`src/rtl/vga_pkg.sv`:
```
// Shared 640x480@60 Hz timing constants and colour type for the display blocks.
package vga_pkg;

  localparam int VGA_H_ACTIVE = 640;
  localparam int VGA_H_FP     = 16;
  localparam int VGA_H_SYNC   = 96;
  localparam int VGA_H_BP     = 48;
  localparam int VGA_V_ACTIVE = 480;
  localparam int VGA_V_FP     = 10;
  localparam int VGA_V_SYNC   = 2;
  localparam int VGA_V_BP     = 33;

  localparam int VGA_H_TOTAL  = VGA_H_ACTIVE + VGA_H_FP + VGA_H_SYNC + VGA_H_BP;
  localparam int VGA_V_TOTAL  = VGA_V_ACTIVE + VGA_V_FP + VGA_V_SYNC + VGA_V_BP;

  localparam int VGA_HS_START = VGA_H_ACTIVE + VGA_H_FP;
  localparam int VGA_HS_END   = VGA_HS_START + VGA_H_SYNC;
  localparam int VGA_VS_START = VGA_V_ACTIVE + VGA_V_FP;
  localparam int VGA_VS_END   = VGA_VS_START + VGA_V_SYNC;

  typedef logic [23:0] rgb_t;

  // Pick the foreground colour for a set image bit, background otherwise.
  function automatic rgb_t pick_color(input logic bit_on, input rgb_t fg, input rgb_t bg);
    return bit_on ? fg : bg;
  endfunction

endpackage

```
`src/rtl/vga_timing.sv`:
```
// Raster counters with stage-0 decode of active video, sync windows and frame end.
module vga_timing
  import vga_pkg::*;
#(
  parameter int H_ACTIVE = VGA_H_ACTIVE,
  parameter int H_FP     = VGA_H_FP,
  parameter int H_SYNC   = VGA_H_SYNC,
  parameter int H_BP     = VGA_H_BP,
  parameter int V_ACTIVE = VGA_V_ACTIVE,
  parameter int V_FP     = VGA_V_FP,
  parameter int V_SYNC   = VGA_V_SYNC,
  parameter int V_BP     = VGA_V_BP,
  parameter int HC_W     = $clog2(H_ACTIVE + H_FP + H_SYNC + H_BP),
  parameter int VC_W     = $clog2(V_ACTIVE + V_FP + V_SYNC + V_BP)
) (
  input  logic            i_clk,
  input  logic            i_reset,
  output logic [HC_W-1:0] o_hc,
  output logic [VC_W-1:0] o_vc,
  output logic            o_active,
  output logic            o_hsync,
  output logic            o_vsync,
  output logic            o_last
);

  localparam int H_TOTAL = H_ACTIVE + H_FP + H_SYNC + H_BP;
  localparam int V_TOTAL = V_ACTIVE + V_FP + V_SYNC + V_BP;

  localparam logic [HC_W-1:0] H_LAST   = HC_W'(H_TOTAL - 1);
  localparam logic [VC_W-1:0] V_LAST   = VC_W'(V_TOTAL - 1);
  localparam logic [HC_W-1:0] H_ACT    = HC_W'(H_ACTIVE);
  localparam logic [VC_W-1:0] V_ACT    = VC_W'(V_ACTIVE);
  localparam logic [HC_W-1:0] HS_START = HC_W'(H_ACTIVE + H_FP);
  localparam logic [HC_W-1:0] HS_END   = HC_W'(H_ACTIVE + H_FP + H_SYNC);
  localparam logic [VC_W-1:0] VS_START = VC_W'(V_ACTIVE + V_FP);
  localparam logic [VC_W-1:0] VS_END   = VC_W'(V_ACTIVE + V_FP + V_SYNC);

  logic [HC_W-1:0] r_hc;
  logic [VC_W-1:0] r_vc;

  // Stage 0: pixel counter wraps each line, line counter advances on that wrap.
  always_ff @(posedge i_clk) begin
    if (i_reset) begin
      r_hc <= '0;
      r_vc <= '0;
    end else if (r_hc == H_LAST) begin
      r_hc <= '0;
      r_vc <= (r_vc == V_LAST) ? '0 : r_vc + VC_W'(1);
    end else begin
      r_hc <= r_hc + HC_W'(1);
    end
  end

  // Decode the current counter position into raster flags.
  always_comb begin
    o_hc     = r_hc;
    o_vc     = r_vc;
    o_active = (r_hc < H_ACT) && (r_vc < V_ACT);
    o_hsync  = (r_hc >= HS_START) && (r_hc < HS_END);
    o_vsync  = (r_vc >= VS_START) && (r_vc < VS_END);
    o_last   = (r_hc == H_LAST) && (r_vc == V_LAST);
  end

endmodule

```
`src/rtl/vga_image_scanner.sv`:
```
// Raster scanner: walks a 1-bpp image ROM and drives the VGA DAC with a 2-clk pipeline.
module vga_image_scanner
  import vga_pkg::*;
#(
  parameter int   ADDR_WIDTH = 19,
  parameter int   H_ACTIVE   = VGA_H_ACTIVE,
  parameter int   H_FP       = VGA_H_FP,
  parameter int   H_SYNC     = VGA_H_SYNC,
  parameter int   H_BP       = VGA_H_BP,
  parameter int   V_ACTIVE   = VGA_V_ACTIVE,
  parameter int   V_FP       = VGA_V_FP,
  parameter int   V_SYNC     = VGA_V_SYNC,
  parameter int   V_BP       = VGA_V_BP,
  parameter rgb_t FG_RESET   = 24'hFFFFFF,
  parameter rgb_t BG_RESET   = 24'h000000
) (
  input  logic                  clk,
  input  logic                  reset,
  input  rgb_t                  fg_color,
  input  rgb_t                  bg_color,
  output logic [ADDR_WIDTH-1:0] rom_addr,
  input  logic                  rom_q,
  output logic [7:0]            vga_r,
  output logic [7:0]            vga_g,
  output logic [7:0]            vga_b,
  output logic                  vga_hs_n,
  output logic                  vga_vs_n,
  output logic                  vga_blank_n,
  output logic                  vga_sync_n,
  output logic                  frame_start
);

  localparam int HC_W = $clog2(H_ACTIVE + H_FP + H_SYNC + H_BP);
  localparam int VC_W = $clog2(V_ACTIVE + V_FP + V_SYNC + V_BP);

  logic [HC_W-1:0] w_hc;
  logic [VC_W-1:0] w_vc;
  logic            w_active;
  logic            w_hsync;
  logic            w_vsync;
  logic            w_last;
  logic            w_first;
  rgb_t            w_pix_rgb;

  logic [ADDR_WIDTH-1:0] r_rom_addr;
  rgb_t                  r_fg_s;
  rgb_t                  r_bg_s;

  logic r_vld_p1;
  logic r_hs_p1;
  logic r_vs_p1;
  logic r_fs_p1;

  rgb_t r_rgb_p2;
  logic r_hs_n_p2;
  logic r_vs_n_p2;
  logic r_blank_n_p2;
  logic r_fs_p2;

  vga_timing #(
    .H_ACTIVE (H_ACTIVE),
    .H_FP     (H_FP),
    .H_SYNC   (H_SYNC),
    .H_BP     (H_BP),
    .V_ACTIVE (V_ACTIVE),
    .V_FP     (V_FP),
    .V_SYNC   (V_SYNC),
    .V_BP     (V_BP),
    .HC_W     (HC_W),
    .VC_W     (VC_W)
  ) u_timing (
    .i_clk    (clk),
    .i_reset  (reset),
    .o_hc     (w_hc),
    .o_vc     (w_vc),
    .o_active (w_active),
    .o_hsync  (w_hsync),
    .o_vsync  (w_vsync),
    .o_last   (w_last)
  );

  assign w_first = (w_hc == '0) && (w_vc == '0);

  // Stage 0: incremental ROM address; counts active pixels, rewinds at frame end.
  always_ff @(posedge clk) begin
    if (reset || w_last) begin
      r_rom_addr <= '0;
    end else if (w_active) begin
      r_rom_addr <= r_rom_addr + ADDR_WIDTH'(1);
    end
  end

  // Colour shadows only update at the frame boundary so a frame never tears.
  always_ff @(posedge clk) begin
    if (reset) begin
      r_fg_s <= FG_RESET;
      r_bg_s <= BG_RESET;
    end else if (w_last) begin
      r_fg_s <= fg_color;
      r_bg_s <= bg_color;
    end
  end

  // Stage 1: flags wait one clk while the ROM returns the pixel bit.
  always_ff @(posedge clk) begin
    if (reset) begin
      r_vld_p1 <= 1'b0;
      r_hs_p1  <= 1'b0;
      r_vs_p1  <= 1'b0;
      r_fs_p1  <= 1'b0;
    end else begin
      r_vld_p1 <= w_active;
      r_hs_p1  <= w_hsync;
      r_vs_p1  <= w_vsync;
      r_fs_p1  <= w_first;
    end
  end

  assign w_pix_rgb = r_vld_p1 ? pick_color(rom_q, r_fg_s, r_bg_s) : '0;

  // Stage 2: registered VGA pins, colour forced black outside active video.
  always_ff @(posedge clk) begin
    if (reset) begin
      r_rgb_p2     <= '0;
      r_hs_n_p2    <= 1'b1;
      r_vs_n_p2    <= 1'b1;
      r_blank_n_p2 <= 1'b0;
      r_fs_p2      <= 1'b0;
    end else begin
      r_rgb_p2     <= w_pix_rgb;
      r_hs_n_p2    <= ~r_hs_p1;
      r_vs_n_p2    <= ~r_vs_p1;
      r_blank_n_p2 <= r_vld_p1;
      r_fs_p2      <= r_fs_p1;
    end
  end

  assign rom_addr    = r_rom_addr;
  assign vga_r       = r_rgb_p2[23:16];
  assign vga_g       = r_rgb_p2[15:8];
  assign vga_b       = r_rgb_p2[7:0];
  assign vga_hs_n    = r_hs_n_p2;
  assign vga_vs_n    = r_vs_n_p2;
  assign vga_blank_n = r_blank_n_p2;
  assign vga_sync_n  = 1'b0;
  assign frame_start = r_fs_p2;

endmodule

```
`config.mk`:
```
export PLATFORM = sky130hd
export DESIGN_NAME = vga_image_scanner
export DESIGN_NICKNAME = d
export VERILOG_FILES = /design/src/rtl/vga_pkg.sv /design/src/rtl/vga_timing.sv /design/src/rtl/vga_image_scanner.sv
export SDC_FILE = /design/constraint.sdc
export NUM_CORES = 1
export LEC_CHECK = 0
export BUFFER_PORTS_ARGS = -buffer_cell sky130_fd_sc_hd__clkbuf_2
export CAP_MARGIN = 20
export CELL_PAD_IN_SITES_DETAIL_PLACEMENT = 0
export CELL_PAD_IN_SITES_GLOBAL_PLACEMENT = 2
export CORE_MARGIN = 1
export CORE_UTILIZATION = 29
export DETAILED_ROUTE_END_ITERATION = 12
export HOLD_SLACK_MARGIN = 0.05
export PLACE_DENSITY = 0.81
export SETUP_SLACK_MARGIN = 0.5
export SLEW_MARGIN = 20
export SYNTH_ARGS = -nofsm -noshare
export SYNTH_HDL_FRONTEND = slang
export SYNTH_SLANG_ARGS = --single-unit
export TNS_END_PERCENT = 10
```
`constraint.sdc`:
```
create_clock -name clk -period 1.9 [get_ports clk]
set_input_delay 0.285 -clock clk [delete_from_list [all_inputs] [get_ports clk]]
set_output_delay 0.285 -clock clk [all_outputs]
set_load 0.03 [all_outputs]
```
# Word level (Yosys, flattened, before mapping)
# Index checks and enable logic that the tools add are counted.
# word_totals
ff_bits,119
elab_cells,40
# op_classes
n_addsub,3
n_lt_le_gt_ge,6
eq_ne,2
mux,2
bitwise,3
reduce_logical,10
# op_table
op,n
two-way mux 24 bit,1
adder 10 x 1 -> 10 bit (second input constant),2
== test 10 bit (second input constant),2
logical NOT 10 bit,2
< comparator 10 bit (second input constant),2
< comparator 10 x 9 -> 1 bit (second input constant),2
adder 19 x 1 -> 19 bit (second input constant),1
greater-or-equal comparator 10 bit (second input constant),1
greater-or-equal comparator 10 x 9 -> 1 bit (second input constant),1
two-way mux 10 bit,1
logical AND 1 bit,5
OR reduction 2 bit,2
NOT 1 bit,3
logical OR 1 bit,1

# Depth between registers and ports, before layout
# Gate-level depths: netlist of the first run.
# logic_depth
depth_word,3
mapped_depth,8
depth_no_buf,6

# Cells and area by module
# Synthesis of the first run repeated with hierarchy kept, for this count alone.
# unflattened
cells_unflattened,485
hier_area_um2,4714.5
# modules_own_cells
mod,instances,cells_each,area_per_inst_um2
vga_image_scanner,1,366,3706.1
vga_timing,1,119,1008.5

# Worst setup path before layout of the first run
# No wires, ideal clock.
# synth_timing
path_type,reg-to-reg
from,"register u_timing.r_hc[0], in the netlist u_timing.o_hc[0]"
to,"register u_timing.r_vc[7], in the netlist u_timing.o_vc[7]"
t_arrival_ns,1.751
path_slack_ns,0.080
path_stages_with_launch,6
path_buffers,0
path_cell_list,dfxtp_1 ha_1 nand4b_4 or4_4 or3_1 a21oi_1
# synth_via
elab_chain_cells,1
# synth_rtl
element,line,text
from (decl),vga_timing.sv:38,logic [HC_W-1:0] r_hc;
from (signal assigned),vga_timing.sv:50,r_hc <= r_hc + HC_W'(1);
== test 10 bit,vga_timing.sv:46,end else if (r_hc == H_LAST) begin
to (signal assigned),vga_timing.sv:48,r_vc <= (r_vc == V_LAST) ? '0 : r_vc + VC_W'(1);
to (decl),vga_timing.sv:39,logic [VC_W-1:0] r_vc;
# No other way between the ends.
# A chain may end at the register's enable or synchronous reset.

# Final worst setup path of the first run
# Ends and elaborated chain as after synthesis.

==> results of run 1 <==
## what timing repair did
| action | 4_1_cts | 5_1_grt |
|---|---|---|
| gates cloned | 0 | 5 |
| resized for setup | 5 | 26 |
| endpoints found under the setup margin | 87 | 94 |
| setup buffers | 2 | 6 |
| pin swaps | 4 | 4 |
## cell usage after synthesis (2+ instances only)
cell type	number
sky130_fd_sc_hd__buf_2	4
sky130_fd_sc_hd__a21oi_1	42
sky130_fd_sc_hd__o31ai_1	7
sky130_fd_sc_hd__and4_1	4
sky130_fd_sc_hd__nand4bb_1	2
sky130_fd_sc_hd__o21ai_1	10
sky130_fd_sc_hd__xnor2_1	7
sky130_fd_sc_hd__or4_1	7
sky130_fd_sc_hd__nand3_1	86
sky130_fd_sc_hd__nor4_1	8
sky130_fd_sc_hd__mux2i_1	25
sky130_fd_sc_hd__and2_1	2
sky130_fd_sc_hd__o21ai_0	48
sky130_fd_sc_hd__nor3_1	3
sky130_fd_sc_hd__nand2_1	14
sky130_fd_sc_hd__nand4_1	10
sky130_fd_sc_hd__ha_1	5
sky130_fd_sc_hd__nor2_1	45
sky130_fd_sc_hd__xor2_1	11
sky130_fd_sc_hd__clkbuf_1	28
sky130_fd_sc_hd__buf_1	5
sky130_fd_sc_hd__and3_1	7
sky130_fd_sc_hd__dfxtp_1	119
sky130_fd_sc_hd__buf_6	4
sky130_fd_sc_hd__or3_1	12
sky130_fd_sc_hd__nor2b_1	2
sky130_fd_sc_hd__inv_1	9
sky130_fd_sc_hd__nand4b_1	3
## metal layers
layer  global-route usage  up-vias  routed length, um  share of wire
met3               0.0350       20                656          0.048
met5                    0        -                  0              0
met4               0.0798        0                259          0.019
met1                0.196     2016               6190           0.45
met2                0.249      116               6550           0.48
li1                     -     2153                  -              -
## path summary, 6_finish.rpt
| path | end |
|---|---|
| max | u_timing.o_vc[7] |
| min | r_fg_s[1] |
| max reg2reg | u_timing.o_vc[7] |
| min reg2reg | vga_hs_n |
## area by class of cell
class	count	area share
Clock buffer	18	0.0679
Clock inverter	14	0.0271
Inverter	9	0.00522
Multi-Input combinational cell	369	0.347
Sequential cell	119	0.371
Tap cell	216	0.0418
Timing Repair Buffer	136	0.141
## power by group
group	total [W]	leakage [nW]	switching, W	internal, W
Sequential	0.00256	0.969	0.0000216	0.00253
Combinational	0.000306	1.31	0.000188	0.000118
Clock	0.00331	0.281	0.00121	0.00210
## per-stage QoR
step,instances,setup WS [ns]
5_1_grt,881,0.119
3_3_place_gp,836,0.142
4_1_cts,870,0.160
3_5_place_dp,836,0.0991
2_1_floorplan,539,0.168
6_report,881,0.166
## sequential cells by signal (all words and copies together), names as in the netlist
signal         count
r_bg_s            24
r_fg_s            24
r_rgb_p2          24
rom_addr          19
u_timing.o_hc     10
u_timing.o_vc     10
frame_start        1
r_fs_p1            1
r_hs_p1            1
r_vld_p1           1
r_vs_p1            1
vga_blank_n        1
vga_hs_n           1
vga_vs_n           1
## cells by family (layout without fill, tap and decap cells)
logic type                 Yosys count  after routing  synth area share
buffers and inverters               51            177            0.0481
and+or+nand+nor                    211            211             0.235
DFF                                119            119             0.497
xor gates and xnor gates            18             18            0.0329
adders and majority gates            5              5            0.0131
other                                1              1          0.000783
muxes                               25             25            0.0522
AOI/OAI and AO/OA                  109            109             0.121
## critical path, cell delays in order (launching register included)
cell and delay [ns]:
sky130_fd_sc_hd__dfxtp_4 0.37, sky130_fd_sc_hd__ha_4 0.16, sky130_fd_sc_hd__nand4b_4 0.11, sky130_fd_sc_hd__or4_4 0.57
sky130_fd_sc_hd__or3_4 0.35, sky130_fd_sc_hd__a21oi_2 0.12
==> out/results.ini, run 1 <==
[grt]
pin_count_of_the_biggest_net_entering_global_routing = 51
grt_overflow = 0
initial_antenna_violation_count = 0
grt_first_pass_wirelength_um = 20300
vias_in_the_first_global_route = 4020
grtUsageTotal = 0.155

[worst_setup_path]
r2r_start = u_timing.o_hc[0]
setup.worst_path.end_class = flip-flop
worstPathRequired_ns = 2.26
timing.setup.critical_path_class = flip-flop to flip-flop
startpoint_type = flip-flop
timing.reg2reg.setup_slack_ns = 0.17
startpoint = u_timing.o_hc[0]
timing.critical_path.arrival_ns = 2.09
critPathMaxFanout = 5
r2r.worst_path.cells = 5

[timing]
max_freq_mhz = 577
setup_total_neg_slack_ns = 0
timing.final.crit_period_ns = 1.73
worst_hold_slack_ns = 0.101
report.final.hold_viol_count = 0
grt_setup_unrepaired = yes
setup_viol = 0
final.setup_skew_ns = 0.00806
period_share = 0.913
slew_violations = 0

[layout]
drive_above_1_share = 0.289
final-seq-area_mm2 = 0.00240
layout_common_cells = sky130_fd_sc_hd__dfxtp_1, sky130_fd_sc_hd__clkbuf_2, sky130_fd_sc_hd__nand3_1
final_non_filler_cell_area_mm2 = 0.00647
mostFrequentLayoutCell = sky130_fd_sc_hd__dfxtp_1
final_net_count = 708
area_growth_pct = 35.1
antenna_cells = 0
postLayoutCoreUtil = 0.404
fill_cells = 1623
multi_input_area_mm2 = 0.00224

[synthesis]
post_synth_top_area_share = 0.497
syn_inst = 539
synth-edff-count = 0
syn_nets = 595
synth.distinct_cells = 38
post_synth_main_area_contributors = sky130_fd_sc_hd__dfxtp_1, sky130_fd_sc_hd__nand3_1, sky130_fd_sc_hd__mux2i_1, sky130_fd_sc_hd__o21ai_0, sky130_fd_sc_hd__a21oi_1
synth_top_cell_by_area = sky130_fd_sc_hd__dfxtp_1
synth.yosys.seq_area_share = 0.497
yosys_register_bits = 119
synth_warnings = 0
synthFlopType = sky130_fd_sc_hd__dfxtp_1
synthesis.area_per_instance_um2 = 8.89
async_flop_share = 0
post_synth_design_cell_area_mm2 = 0.00479

[routing]
num_vias = 4305
postRouteAntennaNets = 0
drt_drc_violations_left = 0
wl_per_cell_um = 15.5
via_per_inst = 4.89
wirelength_um = 13700
dr.pass1.iters = 4
drt_iter0_drc = 244

[pwr]
power-per-cell-area_mw_per_mm2 = 954
power.total_w = 0.00617
p_leak_nw = 2.56
vdd_drop_max_mv = 0.685

[cts]
h-tree-depth = 4
cts_hold_buf = 0
clock-root-buffer = sky130_fd_sc_hd__clkbuf_16
clock_tree_from_tritoncts = done
cts.sinks = 119
cts.reportedPaths.clkPinSlew_ns = 0.06
cts_buffers = 17
clk_latency_ns = 0.42
clock_path_buffers = 2

[floorplanning]
die_area_mm2 = 0.0170
fp.coreArea_mm2 = 0.0160
num_rows = 46
design.portCount = 99
die_w_um = 131
die_h_um = 131
initial_utilization = 0.299

[place]
gp_congestion = 0.785
placedInstanceArea_mm2 = 0.00564
detailed_place_hpwl_um = 8170
numPortBuffers = 97

[worst_hold_path]
min_delay_path_depth = 3
hold_path.startpoint = fg_color[1]
min_path_type = input pin to flip-flop

[job]
timing.max_cap.violations = 0

[run_status]
run_status = finished, final reports clean

Power figures use the tool's default switching activity.
==> run 2: changes to the inputs <==
--- a/config.mk
+++ b/config.mk
@@ -10,10 +10,10 @@
 export CELL_PAD_IN_SITES_DETAIL_PLACEMENT = 0
 export CELL_PAD_IN_SITES_GLOBAL_PLACEMENT = 2
 export CORE_MARGIN = 1
-export CORE_UTILIZATION = 29
+export CORE_UTILIZATION = 30
 export DETAILED_ROUTE_END_ITERATION = 12
 export HOLD_SLACK_MARGIN = 0.05
-export PLACE_DENSITY = 0.81
+export PLACE_DENSITY = 0.8
 export SETUP_SLACK_MARGIN = 0.5
 export SLEW_MARGIN = 20
 export SYNTH_ARGS = -nofsm -noshare
==> constraint.sdc (replaced) <==
create_clock -name clk -period 2.2 [get_ports clk]
set_input_delay 0.33 -clock clk [delete_from_list [all_inputs] [get_ports clk]]
set_output_delay 0.33 -clock clk [all_outputs]
set_load 0.03 [all_outputs]
==> run 2 against run 1 <==
Routed wire length down 5.2%; first-iteration DRC count is 0.41% higher; fmax increased by 2.2%; power down 21%; critical path type unchanged; via count down 2.0%; non-clock buffer count shrank 12; sequential power fell by 14%; largest cell class unchanged.
==> out/results.ini, run 2 (synthesis results as in run 1) <==
[worst_setup_path]
timing.setup.critical_path_class = flip-flop to flip-flop
startpoint_type = flip-flop
critPathMaxFanout = 7  ; +2
sequence_of_cells_on_the_critical_path = nand3_4 -> or4_4 -> or3_4 -> a21oi_2
max_stage_delay_ns = 0.60  ; +0.03 ns
setup.worst_path.end_class = flip-flop
timing.critical_path.arrival_ns = 2.05  ; -0.04 ns
critical_path.top_delay_family = simple AND/OR/NAND/NOR gates
critical_path_buf_inv_count = 0  ; unchanged
worst_path_max_delay_cell = sky130_fd_sc_hd__or4_4
worstPathRequired_ns = 2.56  ; +0.30 ns

[floorplanning]
design.portCount = 99  ; unchanged
die_area_mm2 = 0.0165  ; -3.3%
num_rows = 45  ; -2.2%
initial_utilization = 0.312  ; +0.0123
die_w_um = 128  ; -1.7%
die_h_um = 128  ; -1.7%
fp.coreArea_mm2 = 0.0154  ; -3.9%

[layout]
area_growth_pct = 31.1
antenna_cells = 0  ; unchanged
fill_cells = 1549  ; -4.6%
reg.largest.list = r_bg_s (24), r_fg_s (24), r_rgb_p2 (24)
mostFrequentLayoutCell = sky130_fd_sc_hd__dfxtp_1
drive_above_1_share = 0.288  ; -0.000586
final_net_count = 696  ; -1.7%
layout_common_cells = sky130_fd_sc_hd__dfxtp_1, sky130_fd_sc_hd__clkbuf_2, sky130_fd_sc_hd__nand3_1
postLayoutCoreUtil = 0.408  ; +0.00402

[routing]
dr.pass1.iters = 4  ; unchanged
wirelength_um = 13000  ; -5.2%
postRouteAntennaNets = 0  ; unchanged
via_per_inst = 4.90  ; +0.35%
drt_drc_violations_left = 0  ; unchanged
num_vias = 4217  ; -2.0%
wl_per_cell_um = 15.1  ; -2.9%
drt_iter0_drc = 245  ; +0.41%

[place]
gp_congestion = 0.777  ; -1.0%
numPortBuffers = 97  ; unchanged
detailed_place_hpwl_um = 8430  ; +3.2%

[worst_hold_path]
min_path_type = input pin to flip-flop

[timing]
setup_total_neg_slack_ns = 0  ; unchanged
setup_viol = 0  ; unchanged
report.final.hold_viol_count = 0  ; unchanged
grt_setup_unrepaired = yes
worst_hold_slack_ns = 0.151  ; +0.0502 ns
max_freq_mhz = 589  ; +2.2%
final.setup_skew_ns = 0.0156  ; +0.00750 ns
timing.final.crit_period_ns = 1.70  ; -0.0376 ns
period_share = 0.771  ; -0.142
slew_violations = 0  ; unchanged

[cts]
clock-root-buffer = sky130_fd_sc_hd__clkbuf_16
clock_tree_from_tritoncts = done
cts_buffers = 17  ; unchanged
cts.sinks = 119  ; unchanged
cts.reportedPaths.clkPinSlew_ns = 0.05  ; about the same
clock_path_buffers = 2  ; unchanged
h-tree-depth = 4  ; unchanged
clk_latency_ns = 0.42  ; about the same
cts_hold_buf = 0  ; unchanged

[run_status]
run_status = finished, final reports clean

[pwr]
power-per-cell-area_mw_per_mm2 = 781  ; -18%
p_leak_nw = 2.46  ; -3.8%
vdd_drop_max_mv = 0.563  ; -18%

[grt]
grtUsageTotal = 0.165  ; +0.00937
grt_first_pass_wirelength_um = 20900  ; +3.2%
vias_in_the_first_global_route = 4094  ; +1.8%
pin_count_of_the_biggest_net_entering_global_routing = 51  ; unchanged
initial_antenna_violation_count = 0  ; unchanged
grt_overflow = 0  ; unchanged

[job]
timing.max_cap.violations = 0  ; unchanged

[run 2: final timing paths]
kind / startpoint / end / slack (ns) / depth (start not counted)
worst max-delay path: u_timing.o_hc[2] / u_timing.o_vc[9] / 0.50 / 4
worst max register to register: u_timing.o_hc[2] / u_timing.o_vc[9] / 0.50 / 4
worst min-delay path: bg_color[11] / r_bg_s[11] / 0.15 / 3
worst min register to register: r_hs_p1 / vga_hs_n / 0.37 / 1
[run 2: layout make-up]
class,count,area [um^2],area share
flip-flops and latches,119,2410,0.383
clock buffers,23,488,0.0777
multi-input cells,369,2280,0.363
inverters,9,33.8,0.00538
repair buffers,124,783,0.125
clock inverters,5,25.0,0.00399
well taps,211,264,0.0421
[run 2: metrics by stage]
step / area [um^2] / setup WS, ns / total power, W / std cells
after detailed placement: 5540 / 0.271 / 0.00252 / 822
after CTS: 6110 / 0.460 / 0.00495 / 852
after global placement: 5540 / 0.335 / 0.00252 / 822
after floorplan: 4810 / 0.468 / 0.00240 / 539
after global routing: 6280 / 0.459 / 0.00509 / 860
final: 6280 / 0.503 / 0.00490 / 860
[run 2: tightest hold or removal path, cell delays in order]
cell and delay [ns]:
sky130_fd_sc_hd__clkbuf_2 0.08, sky130_fd_sc_hd__nand3_1 0.06, sky130_fd_sc_hd__a21oi_1 0.05
[run 2: what timing repair did]
action	CTS	global route
pin swaps	4	6
gates resized for setup	18	51
endpoints found under the setup margin	86	87
setup buffers	2	7
cloned	0	1
[run 2: power by group]
part | switching, W | leakage, nW | internal [W]
combinational | 0.000161 | 1.23 | 0.000102
sequential | 0.0000219 | 0.973 | 0.00219
clock | 0.000912 | 0.260 | 0.00152
total | 0.00109 | 2.46 | 0.00381
[run 2: layer usage]
layer  part of all wire  track usage  up-vias
met3              0.051       0.0453       16
met2               0.46        0.254       93
li1                   -            -     2121
met4              0.015       0.0678        0
met5                  0            0        -
met1               0.47        0.217     1987
==> run 3: changes to the inputs <==
--- a/config.mk
+++ b/config.mk
@@ -10,10 +10,10 @@
 export CELL_PAD_IN_SITES_DETAIL_PLACEMENT = 0
 export CELL_PAD_IN_SITES_GLOBAL_PLACEMENT = 2
 export CORE_MARGIN = 1
-export CORE_UTILIZATION = 30
+export CORE_UTILIZATION = 29
 export DETAILED_ROUTE_END_ITERATION = 12
 export HOLD_SLACK_MARGIN = 0.05
-export PLACE_DENSITY = 0.8
+export PLACE_DENSITY = 0.81
 export SETUP_SLACK_MARGIN = 0.5
 export SLEW_MARGIN = 20
 export SYNTH_ARGS = -nofsm -noshare
==> constraint.sdc (replaced) <==
create_clock -name clk -period 1.5 [get_ports clk]
set_input_delay 0.225 -clock clk [delete_from_list [all_inputs] [get_ports clk]]
set_output_delay 0.225 -clock clk [all_outputs]
set_load 0.03 [all_outputs]
==> run 3 against run 2 <==
The run now ends with setup timing left; setup slack worse by 0.72 ns; routed wire length is 11% higher; die area is 3.4% higher; final area is 22% higher; critical endpoint is now u_timing.o_vc[7]; critical path type unchanged; sequential cell count stayed put; clock skew is 0.0077 ns lower.
==> out/results.ini, run 3 (synthesis results as in run 1) <==
[pwr]
power-per-cell-area_mw_per_mm2 = 1010  ; +30%
vdd_drop_max_mv = 0.805  ; +43%
p_seq_frac = 0.420  ; -0.031
power_switching_share = 0.219  ; -0.00403
power.total_w = 0.00775  ; +58%
internal_power_w = 0.00605  ; +59%
p_leak_nw = 3.04  ; +24%
power_frac_clock = 0.508  ; +0.013
netSwitchingPower_w = 0.00170  ; +55%
logic_pwr_share = 0.072  ; +0.019

[layout]
postLayoutCoreUtil = 0.478  ; +0.0698
area_growth_pct = 59.7
drive_above_1_share = 0.387  ; +0.0984
layout_common_cells = sky130_fd_sc_hd__nand3_1, sky130_fd_sc_hd__dfxtp_1, sky130_fd_sc_hd__buf_4
reg.largest.list = r_bg_s (24), r_fg_s (24), r_rgb_p2 (24)
antenna_cells = 0  ; unchanged
final_net_count = 771  ; +11%
final_non_filler_cell_area_mm2 = 0.00765  ; +22%

[worst_hold_path]
min_path_type = input pin to flip-flop
hold_path.startpoint = fg_color[4]
min_delay_path_depth = 3  ; unchanged
hold_path_end = r_fg_s[4]

[place]
detailed_place_hpwl_um = 9010  ; +6.9%
dp_slack_ns = -0.269  ; -0.539 ns
placedInstanceArea_mm2 = 0.00601  ; +8.5%
numPortBuffers = 97  ; unchanged
gp_congestion = 0.821  ; +5.6%

[cts]
clk_latency_ns = 0.42  ; about the same
h-tree-depth = 4  ; unchanged
cts.reportedPaths.clkPinSlew_ns = 0.06  ; about the same
clock_tree_from_tritoncts = done
clock_path_buffers = 2  ; unchanged
clock-root-buffer = sky130_fd_sc_hd__clkbuf_16
cts.sinks = 119  ; unchanged
cts_buffers = 17  ; unchanged

[worst_setup_path]
timing.setup.critical_path_class = flip-flop to flip-flop
r2r.worst_path.cells = 5  ; +1
timing.reg2reg.setup_slack_ns = -0.21  ; -0.72 ns
startpoint_type = flip-flop
sequence_of_cells_on_the_critical_path = ha_4 -> nand4b_4 -> or4_4 -> or3_1 -> a21oi_1
worstReg2RegEnd = u_timing.o_vc[7]
critPathMaxFanout = 4  ; -3
worstPathRequired_ns = 1.85  ; -0.71 ns
timing.critical_path.arrival_ns = 2.06  ; about the same
setup.worst_path.end_class = flip-flop
r2r_start = u_timing.o_hc[1]
max_stage_delay_ns = 0.57  ; -0.03 ns
worst_path_max_delay_cell = sky130_fd_sc_hd__or4_4

[timing]
report.final.hold_viol_count = 0  ; unchanged
setup_total_neg_slack_ns = -10.10  ; -10.10 ns
grt_setup_unrepaired = yes
slew_violations = 0  ; unchanged
timing.final.crit_period_ns = 1.71  ; +0.0176 ns
post-route-worst-setup-slack_ns = -0.214  ; -0.718 ns
max_freq_mhz = 583  ; -1.0%
setup_viol = 86  ; +86
final.setup_skew_ns = 0.00790  ; -0.00766 ns
period_share = 1.14  ; +0.372

[routing]
via_per_inst = 4.95  ; +0.95%
drt_iter0_drc = 254  ; +3.7%
wirelength_um = 14400  ; +11%
drt_drc_violations_left = 0  ; unchanged
postRouteAntennaNets = 0  ; unchanged
dr.pass1.iters = 4  ; unchanged
wl_per_cell_um = 15.3  ; +1.3%
num_vias = 4668  ; +11%

[grt]
pin_count_of_the_biggest_net_entering_global_routing = 40  ; -22%
vias_in_the_first_global_route = 4674  ; +14%
grt_first_pass_wirelength_um = 22700  ; +8.6%
initial_antenna_violation_count = 0  ; unchanged
grt_overflow = 0  ; unchanged
grtUsageTotal = 0.174  ; +0.00959

[floorplanning]
num_rows = 46  ; +2.2%
die_w_um = 131  ; +1.7%
design.portCount = 99  ; unchanged
die_area_mm2 = 0.0170  ; +3.4%
die_h_um = 131  ; +1.7%
fp.coreArea_mm2 = 0.0160  ; +4.1%
initial_utilization = 0.299  ; -0.0123

[run_status]
run_status = finished with violations
violations = setup timing

[job]
timing.max_cap.violations = 0  ; unchanged

==> run 3: cell count changes in the layout (fill, tap and decap cells not counted), sizes merged <==
cell         change
clkbuf          -33
dlygate4sd3     +21
clkinvlp         +2
buf             +86
bufinv           +2
==> run 3: what timing repair did <==
item / 4_1_cts / 5_1_grt
pin swaps: 12 / 7
hold buffers: 21 / 0
setup endpoints to repair: 137 / 137
hold endpoints to repair: 21 / 0
gates resized for setup: 165 / 77
gates cloned: 4 / 2
buffers inserted: 2 / 1
==> run 3: stage by stage <==
| step | hold WS [ns] | cells |
|---|---|---|
| floorplan | 0.343 | 539 |
| global placement | 0.357 | 882 |
| detailed placement | 0.364 | 882 |
| CTS | 0.0505 | 940 |
| global route | 0.0509 | 943 |
| finish | 0.0578 | 943 |
==> run 3: how the worst max path moves through the flow <==
stage / end / startpoint / slack, ns / depth (start not counted)
floorplan: rom_addr[16] / u_timing.o_hc[5] / -0.23 / 8
global placement: r_bg_s[2] / u_timing.o_hc[1] / -0.21 / 6
detailed placement: r_fg_s[8] / u_timing.o_hc[1] / -0.27 / 6
CTS: u_timing.o_vc[7] / u_timing.o_hc[1] / -0.21 / 5
global route: u_timing.o_vc[8] / u_timing.o_hc[1] / -0.27 / 7
finish: u_timing.o_vc[7] / u_timing.o_hc[1] / -0.21 / 5
==> run 3: area by class of cell <==
| cell class | count | area (um^2) |
|---|---|---|
| clock inverter | 9 | 100 |
| multi-input combinational | 369 | 2330 |
| timing repair buffer | 199 | 2010 |
| inverter | 9 | 33.8 |
| clock buffer | 22 | 474 |
| fill | 1526 | 8350 |
| tap | 216 | 270 |
| sequential | 119 | 2430 |
==> run 3: power by group through the flow <==
| stage | clock [W] | sequential (W) | combinational, W |
|---|---|---|---|
| 2_1_floorplan | 0 | 0.00338 | 0.000146 |
| 3_3_place_gp | 0 | 0.00330 | 0.000424 |
| 3_5_place_dp | 0 | 0.00330 | 0.000426 |
| 4_1_cts | 0.00402 | 0.00324 | 0.000531 |
| 5_1_grt | 0.00417 | 0.00326 | 0.000596 |
| 6_report | 0.00394 | 0.00325 | 0.000560 |
==> run 3: routing by layer <==
| layer | global-route usage | part of all wire |
|---|---|---|
| met2 | 0.288 | 0.48 |
| met5 | 0 | 0 |
| met3 | 0.0566 | 0.047 |
| met1 | 0.213 | 0.46 |
| met4 | 0.0588 | 0.016 |
==> run 3: critical path: cells and delay by family, from the launching register on <==
kind,cells,cell delay (ns)
compound gates,1,0.15
fa+ha+maj,1,0.15
flops,1,0.35
simple gates,3,1.00
